$ cat src/rtl/uart_pkg.sv
// Shared types and constants for the UART receiver.
// Optional build macro used by the receiver: UART_RX_MAJORITY_EN.
package uart_pkg;

   typedef enum logic [2:0] {
      IDLE   = 3'd0,
      START  = 3'd1,
      DATA   = 3'd2,
      PARITY = 3'd3,
      STOP   = 3'd4
   } rx_state_e;

   localparam logic PAR_EVEN = 1'b0;
   localparam logic PAR_ODD  = 1'b1;

   localparam logic [5:0] PRESC_8  = 6'd8;
   localparam logic [5:0] PRESC_16 = 6'd16;
   localparam logic [5:0] PRESC_32 = 6'd32;

   function automatic logic maj3(input logic a, input logic b, input logic c);
      return (a & b) | (a & c) | (b & c);
   endfunction

endpackage

$ cat src/rtl/uart_rx_if.sv
// Parallel result bus of the UART receiver.
// master drives the word and the result pulses, slave consumes them.
interface uart_rx_if #(
   parameter int DATA_WIDTH = 8
);
   logic [DATA_WIDTH-1:0] P_DATA;
   logic                  DATA_VALID;
   logic                  PAR_ERR;
   logic                  STP_ERR;

   modport master (output P_DATA, output DATA_VALID,
                   output PAR_ERR, output STP_ERR);
   modport slave  (input P_DATA, input DATA_VALID,
                   input PAR_ERR, input STP_ERR);
endinterface

$ cat src/rtl/uart_rx_sampler.sv
// Bit-timing counter and sample-point logic of the UART receiver.
// UART_RX_MAJORITY_EN selects a 2-of-3 vote around mid-bit.
module uart_rx_sampler
   import uart_pkg::*;
(
   input  logic       CLK,
   input  logic       RST,
   input  logic       i_line,
   input  logic       i_run,
   input  logic [5:0] i_presc,
   output logic       o_sampled_bit,
   output logic       o_sample_strobe,
   output logic       o_bit_end
);

   logic [5:0] r_edge_cnt;
   logic [5:0] w_half;

   assign w_half    = {1'b0, i_presc[5:1]};
   assign o_bit_end = i_run && (r_edge_cnt == i_presc - 6'd1);

   always_ff @(posedge CLK or negedge RST) begin
      if (!RST) begin
         r_edge_cnt <= '0;
      end else if (!i_run || o_bit_end) begin
         r_edge_cnt <= '0;
      end else begin
         r_edge_cnt <= r_edge_cnt + 6'd1;
      end
   end

`ifdef UART_RX_MAJORITY_EN
   logic r_s0;
   logic r_s1;

   always_ff @(posedge CLK or negedge RST) begin
      if (!RST) begin
         r_s0 <= 1'b1;
         r_s1 <= 1'b1;
      end else begin
         if (r_edge_cnt == w_half - 6'd1) r_s0 <= i_line;
         if (r_edge_cnt == w_half)        r_s1 <= i_line;
      end
   end

   // vote completes one tick after mid-bit, still well before bit_end
   assign o_sample_strobe = i_run && (r_edge_cnt == w_half + 6'd1);
   assign o_sampled_bit   = maj3(r_s0, r_s1, i_line);
`else
   assign o_sample_strobe = i_run && (r_edge_cnt == w_half);
   assign o_sampled_bit   = i_line;
`endif

endmodule

$ cat src/rtl/uart_rx.sv
// Oversampling UART receiver: sync, frame FSM, parity/stop checks.
// Define UART_RX_MAJORITY_EN for 3-sample majority bit decisions.
module uart_rx
   import uart_pkg::*;
#(
   parameter int DATA_WIDTH = 8
) (
   input  logic       CLK,
   input  logic       RST,
   input  logic       RX_IN,
   input  logic [5:0] Prescale,
   input  logic       PAR_EN,
   input  logic       PAR_TYP,
   uart_rx_if.master  o_bus
);

   localparam int CW = (DATA_WIDTH > 1) ? $clog2(DATA_WIDTH) : 1;

   localparam logic [2:0] S_IDLE   = IDLE;
   localparam logic [2:0] S_START  = START;
   localparam logic [2:0] S_DATA   = DATA;
   localparam logic [2:0] S_PARITY = PARITY;
   localparam logic [2:0] S_STOP   = STOP;

   logic [1:0]            r_sync;
   logic [2:0]            r_state;
   logic [CW-1:0]         r_bit_cnt;
   logic [DATA_WIDTH-1:0] r_shift;
   logic [DATA_WIDTH-1:0] r_data;
   logic [5:0]            r_presc;
   logic                  r_pen;
   logic                  r_ptyp;
   logic                  r_false;
   logic                  r_perr;
   logic                  r_serr;
   logic                  r_valid;
   logic                  r_perr_o;
   logic                  r_serr_o;

   logic w_line;
   logic w_run;
   logic w_bit;
   logic w_strobe;
   logic w_bit_end;

   assign w_line = r_sync[1];
   assign w_run  = (r_state != S_IDLE) || !w_line;

   always_ff @(posedge CLK or negedge RST) begin
      if (!RST) r_sync <= 2'b11;
      else      r_sync <= {r_sync[0], RX_IN};
   end

   uart_rx_sampler u_sampler (
      .CLK             (CLK),
      .RST             (RST),
      .i_line          (w_line),
      .i_run           (w_run),
      .i_presc         (r_presc),
      .o_sampled_bit   (w_bit),
      .o_sample_strobe (w_strobe),
      .o_bit_end       (w_bit_end)
   );

   always_ff @(posedge CLK or negedge RST) begin
      if (!RST) begin
         r_state   <= S_IDLE;
         r_bit_cnt <= '0;
         r_shift   <= '0;
         r_data    <= '0;
         r_presc   <= PRESC_8;
         r_pen     <= 1'b0;
         r_ptyp    <= PAR_EVEN;
         r_false   <= 1'b0;
         r_perr    <= 1'b0;
         r_serr    <= 1'b0;
         r_valid   <= 1'b0;
         r_perr_o  <= 1'b0;
         r_serr_o  <= 1'b0;
      end else begin
         r_valid  <= 1'b0;
         r_perr_o <= 1'b0;
         r_serr_o <= 1'b0;
         case (r_state)
            S_IDLE: begin
               if (!w_line) begin
                  r_state   <= S_START;
                  r_presc   <= Prescale;
                  r_pen     <= PAR_EN;
                  r_ptyp    <= PAR_TYP;
                  r_false   <= 1'b0;
                  r_perr    <= 1'b0;
                  r_serr    <= 1'b0;
                  r_bit_cnt <= '0;
               end
            end
            S_START: begin
               if (w_strobe) r_false <= w_bit;
               if (w_bit_end) r_state <= r_false ? S_IDLE : S_DATA;
            end
            S_DATA: begin
               if (w_strobe) r_shift[r_bit_cnt] <= w_bit;
               if (w_bit_end) begin
                  if (r_bit_cnt == CW'(DATA_WIDTH - 1))
                     r_state <= r_pen ? S_PARITY : S_STOP;
                  else
                     r_bit_cnt <= r_bit_cnt + 1'b1;
               end
            end
            S_PARITY: begin
               if (w_strobe)
                  r_perr <= w_bit ^ (^r_shift) ^ (r_ptyp == PAR_ODD);
               if (w_bit_end) r_state <= S_STOP;
            end
            S_STOP: begin
               if (w_strobe) r_serr <= !w_bit;
               if (w_bit_end) begin
                  r_state  <= S_IDLE;
                  r_valid  <= !r_perr && !r_serr;
                  r_perr_o <= r_perr;
                  r_serr_o <= r_serr;
                  if (!r_perr && !r_serr) r_data <= r_shift;
               end
            end
            default: r_state <= S_IDLE;
         endcase
      end
   end

   assign o_bus.P_DATA     = r_data;
   assign o_bus.DATA_VALID = r_valid;
   assign o_bus.PAR_ERR    = r_perr_o;
   assign o_bus.STP_ERR    = r_serr_o;

endmodule

$ cat src/flat_wrapper.sv
// flat-port wrapper written by rule: the top's interface ports become plain ports
module uart_rx_flat import uart_pkg::*;
#(
   parameter int DATA_WIDTH = 8
)
  (CLK, RST, RX_IN, Prescale, PAR_EN, PAR_TYP, o_bus_P_DATA, o_bus_DATA_VALID, o_bus_PAR_ERR, o_bus_STP_ERR);
  uart_rx_if #(.DATA_WIDTH(DATA_WIDTH)) o_bus_i ();
  input  logic CLK;
  input  logic RST;
  input  logic RX_IN;
  input  logic [5:0] Prescale;
  input  logic PAR_EN;
  input  logic PAR_TYP;
  output wire logic [$bits(o_bus_i.P_DATA)-1:0] o_bus_P_DATA;
  output wire logic [$bits(o_bus_i.DATA_VALID)-1:0] o_bus_DATA_VALID;
  output wire logic [$bits(o_bus_i.PAR_ERR)-1:0] o_bus_PAR_ERR;
  output wire logic [$bits(o_bus_i.STP_ERR)-1:0] o_bus_STP_ERR;
  assign o_bus_P_DATA = o_bus_i.P_DATA;
  assign o_bus_DATA_VALID = o_bus_i.DATA_VALID;
  assign o_bus_PAR_ERR = o_bus_i.PAR_ERR;
  assign o_bus_STP_ERR = o_bus_i.STP_ERR;
  uart_rx #(.DATA_WIDTH(DATA_WIDTH)) u_core (.CLK(CLK), .RST(RST), .RX_IN(RX_IN), .Prescale(Prescale), .PAR_EN(PAR_EN), .PAR_TYP(PAR_TYP), .o_bus(o_bus_i));
endmodule
$ cat config.mk
export PLATFORM = sky130hd
export DESIGN_NAME = uart_rx_flat
export DESIGN_NICKNAME = d
export VERILOG_FILES = /design/src/rtl/uart_pkg.sv /design/src/rtl/uart_rx_if.sv /design/src/rtl/uart_rx_sampler.sv /design/src/rtl/uart_rx.sv /design/src/flat_wrapper.sv
export SDC_FILE = /design/constraint.sdc
export NUM_CORES = 1
export LEC_CHECK = 0
export ABC_AREA = 0
export ABC_CLOCK_PERIOD_IN_PS = 7720
export BUFFER_PORTS_ARGS = -buffer_cell sky130_fd_sc_hd__buf_2
export CAP_MARGIN = 20
export CORE_MARGIN = 5
export CORE_UTILIZATION = 40
export CTS_CLUSTER_DIAMETER = 200
export DETAILED_ROUTE_END_ITERATION = 7
export GPL_ROUTABILITY_DRIVEN = 0
export PLACE_DENSITY_LB_ADDON = 0.12
export REMOVE_ABC_BUFFERS = 1
export SLEW_MARGIN = 25
export SYNTH_ARGS = -nofsm -noshare
export SYNTH_HDL_FRONTEND = slang
export SYNTH_HIERARCHICAL = 1
export SYNTH_SLANG_ARGS = --single-unit
export TNS_END_PERCENT = 5
$ cat constraint.sdc
create_clock -name CLK -period 7.72 [get_ports CLK]
set_input_delay 1.544 -clock CLK [delete_from_list [all_inputs] [get_ports CLK]]
set_output_delay 1.544 -clock CLK [all_outputs]
set_load 0.005 [all_outputs]
==> impl_metrics.ini <==
[hold_path]
hold_depth = 0
holdPathEnd = u_core/r_sync[1]
hp-start = u_core/r_sync[0]
min_path_type = reg -> reg

[layout]
fill_cells = 552
layout-drive-gt1-share_pct = 28.2
final_util_pct = 45.2
antenna_cells = 0
num-nets-final = 230
stdcell_area_sq_mm = 0.00247
final_cells = 288
syn_to_final_growth_pct = 11.1

[synthesis]
synth_top_cell_by_area = dfrtp_1
synth_edf_count = 0
synth_top_area_share_pct = 46.1
synth.avg_cell_area_sq_um = 11.5
seq_area_frac_synth_pct = 49.6
yosys-top-cells-area = dfrtp_1 46%, mux2_2 12%, xnor2_1 5.5%, dfstp_2 3.5%, xor2_1 3.1%
yosysWarnings = 6
synthDistinctLibCells = 36
synth.top_cells.by_count = 41 x dfrtp_1, 24 x mux2_2, 15 x nand2_1
synth_area_sq_mm = 0.00223
synthCells = 194
synthFlopType = dfrtp_1
ys_ff_latch = 44
synth.most_common_cell = dfrtp_1
async_flop_share_pct = 100

[place]
dpl.hpwl_mm = 3.08
dpl_cell_area_sq_mm = 0.00239
dp_cells = 280
place.port_buffers = 21

[pwr]
p_int_mw = 0.468
ir_drop_mv = 0.112
clockPowerShare_pct = 19.4
powerDensity_mw_per_mm2 = 290
p_comb_share_pct = 31.8
p_leak_nw = 1.13
sw_frac_of_total_pct = 34.9
p_seq_share_pct = 48.9
p_sw_mw = 0.251

[global_route]
antenna_found_initial = 0
grt_overflow = 0
grt_usage_pct = 12.2
grt_pass1_wl_mm = 7.14
grt_max_degree = 45
grt_pass1_vias = 1465

[setup_path]
cpPeakStageDelay_ps = 540
path_max_fanout = 9
crit_arrival_ps = 3110
critPathSlowestCell = or3_1
required_ps = 7900
critical_path_class = reg -> reg
start_kind = register
end_kind = register
reg2reg_depth = 9
r2r_slack_ps = 4790
reg2reg_from = u_core/r_presc[1]
crit_chain = inv_1 -> ha_1 -> nand2b_1 -> o21bai_1 -> a311oi_2 -> and3_1 -> nand3_1 -> or3_1 -> mux2_2
worstReg2RegEnd = u_core/o_bus.P_DATA[4]

[sta]
drv_slew = 0
min_period_over_period_pct = 38.0
fin_crit_ps = 2930
hold_viol = 0
timing.slew.headroom_pct = 51.5
fin_skew_ps = 3.35
fmax_mhz = 341
finalSetupTns_ps = 0
grt_setup_unrepaired = no
setup_violations = 0
worstMarginPinSlew_ps = 722

[clock_network]
root_buffer = clkbuf_8
path_clk_slew_ps = 80
cts_sinks = 44
cts_max_path_buffers = 2
post_cts_resized = 0
post_cts_buffers = 0
insertion_delay_ps = 290
cts_made_buffers = 5
cts_tree = yes
htree_levels = 2
hold_buffers = 0

[floorplanning]
die-area_sq_mm = 0.00716
coreArea_sq_mm = 0.00547
rows = 27
start_util_pct = 40.7
num_io_pins = 22
die_y_um = 84.6
die_width_um = 84.6

[route]
dr_total_vias = 1446
postRouteAntennaNets = 0
drcViolationCount = 0
wl_per_cell_um = 14.2
first_iter_violations = 66
via_per_inst = 5.02
routed_wirelength_mm = 4.09
drtPass1Iterations = 4

[run_status]
status = complete, no violations

[run]
drv_cap = 0
## critical path, delay by kind of cell (launching register included)
kind / cells / cell delay [ps]
AO/OA/AOI/OAI: 2 / 670
adder cells (fa/ha/maj): 1 / 160
buffers and inverters: 1 / 80
flip-flops: 1 / 420
multiplexers: 1 / 340
AND/OR/NAND/NOR: 4 / 1130
## power groups by stage
stage	Sequential, mW	Clock, mW	Combinational, mW
after global placement	0.355	0	0.224
after detailed placement	0.356	0	0.228
after CTS	0.352	0.148	0.230
after global routing	0.361	0.158	0.256
after floorplan	0.338	0	0.190
final	0.351	0.139	0.228
## worst max-delay path by stage
stage                                 start                     end  slack (ps)
after global placement    u_core/r_presc[0]  u_core/o_bus.P_DATA[0]        4920
after floorplan           u_core/r_presc[0]  u_core/o_bus.P_DATA[0]        5190
after detailed placement  u_core/r_presc[0]  u_core/o_bus.P_DATA[4]        4800
after global routing      u_core/r_presc[0]  u_core/o_bus.P_DATA[4]        4570
final                     u_core/r_presc[1]  u_core/o_bus.P_DATA[4]        4790
after CTS                 u_core/r_presc[0]  u_core/o_bus.P_DATA[4]        4770
## cells by family (layout without fill, tap and decap cells)
logic type	Yosys count	in the layout	share of synthesized area, %
AOI/OAI and AO/OA	20	20	6.07
adders and majority gates	4	4	2.25
and+or+nand+nor	57	57	14.7
muxes	28	28	14.2
DFF	44	44	49.6
buffers and inverters	18	40	3.60
xor gates and xnor gates	23	23	9.66
## metal layers
metal | global-route usage [%] | part of all wire, %
met1 | 15.8 | 45
met2 | 20.4 | 51
met3 | 3.43 | 3.9
met4 | 2.59 | 0.76
met5 | 0 | 0
## sequential cells by signal, indices dropped and copies added (netlist names), 2 cells and up
register and count:
u_core/r_state 3, u_core/r_bit_cnt 3, u_core/r_presc 6, u_core/r_sync 2
u_core/r_shift 8, u_core/o_bus.P_DATA 8, u_core/u_sampler/r_edge_cnt 6
## cell type report
type	count	area, sq um	area share, %
flip-flops and latches	44	1100	44.6
multi-input cells	132	1040	42.1
repair buffers	22	115	4.65
well taps	72	90.1	3.64
clock buffers	6	72.6	2.93
inverters	10	37.5	1.52
clock inverters	2	12.5	0.506
## through the flow
step | worst slack [ps] | power (mW) | hold slack [ps]
final | 4790 | 0.718 | 359
after global routing | 4570 | 0.775 | 360
after CTS | 4770 | 0.730 | 359
after detailed placement | 4800 | 0.584 | 347
after global placement | 4920 | 0.579 | 346
after floorplan | 5190 | 0.529 | 345
## placed cells by master, fill, tap and decap left out, types with 2 or more instances in the layout
cell type and n:
dfrtp_1 41, mux2_2 24, buf_2 20, nand2_1 15
xnor2_1 14, inv_1 10, nor2_1 8, nor3_1 8
xor2_1 8, a211oi_1 6, clkbuf_8 5, nor2b_1 4
nand3_1 4, o21ai_0 4, nand2b_1 4, a21oi_1 4
ha_1 4, o22ai_1 3, mux2i_1 3, nand4_1 3
dfstp_2 3, buf_4 2, or3_1 2, and3_1 2
Power figures use the tool's default switching activity.
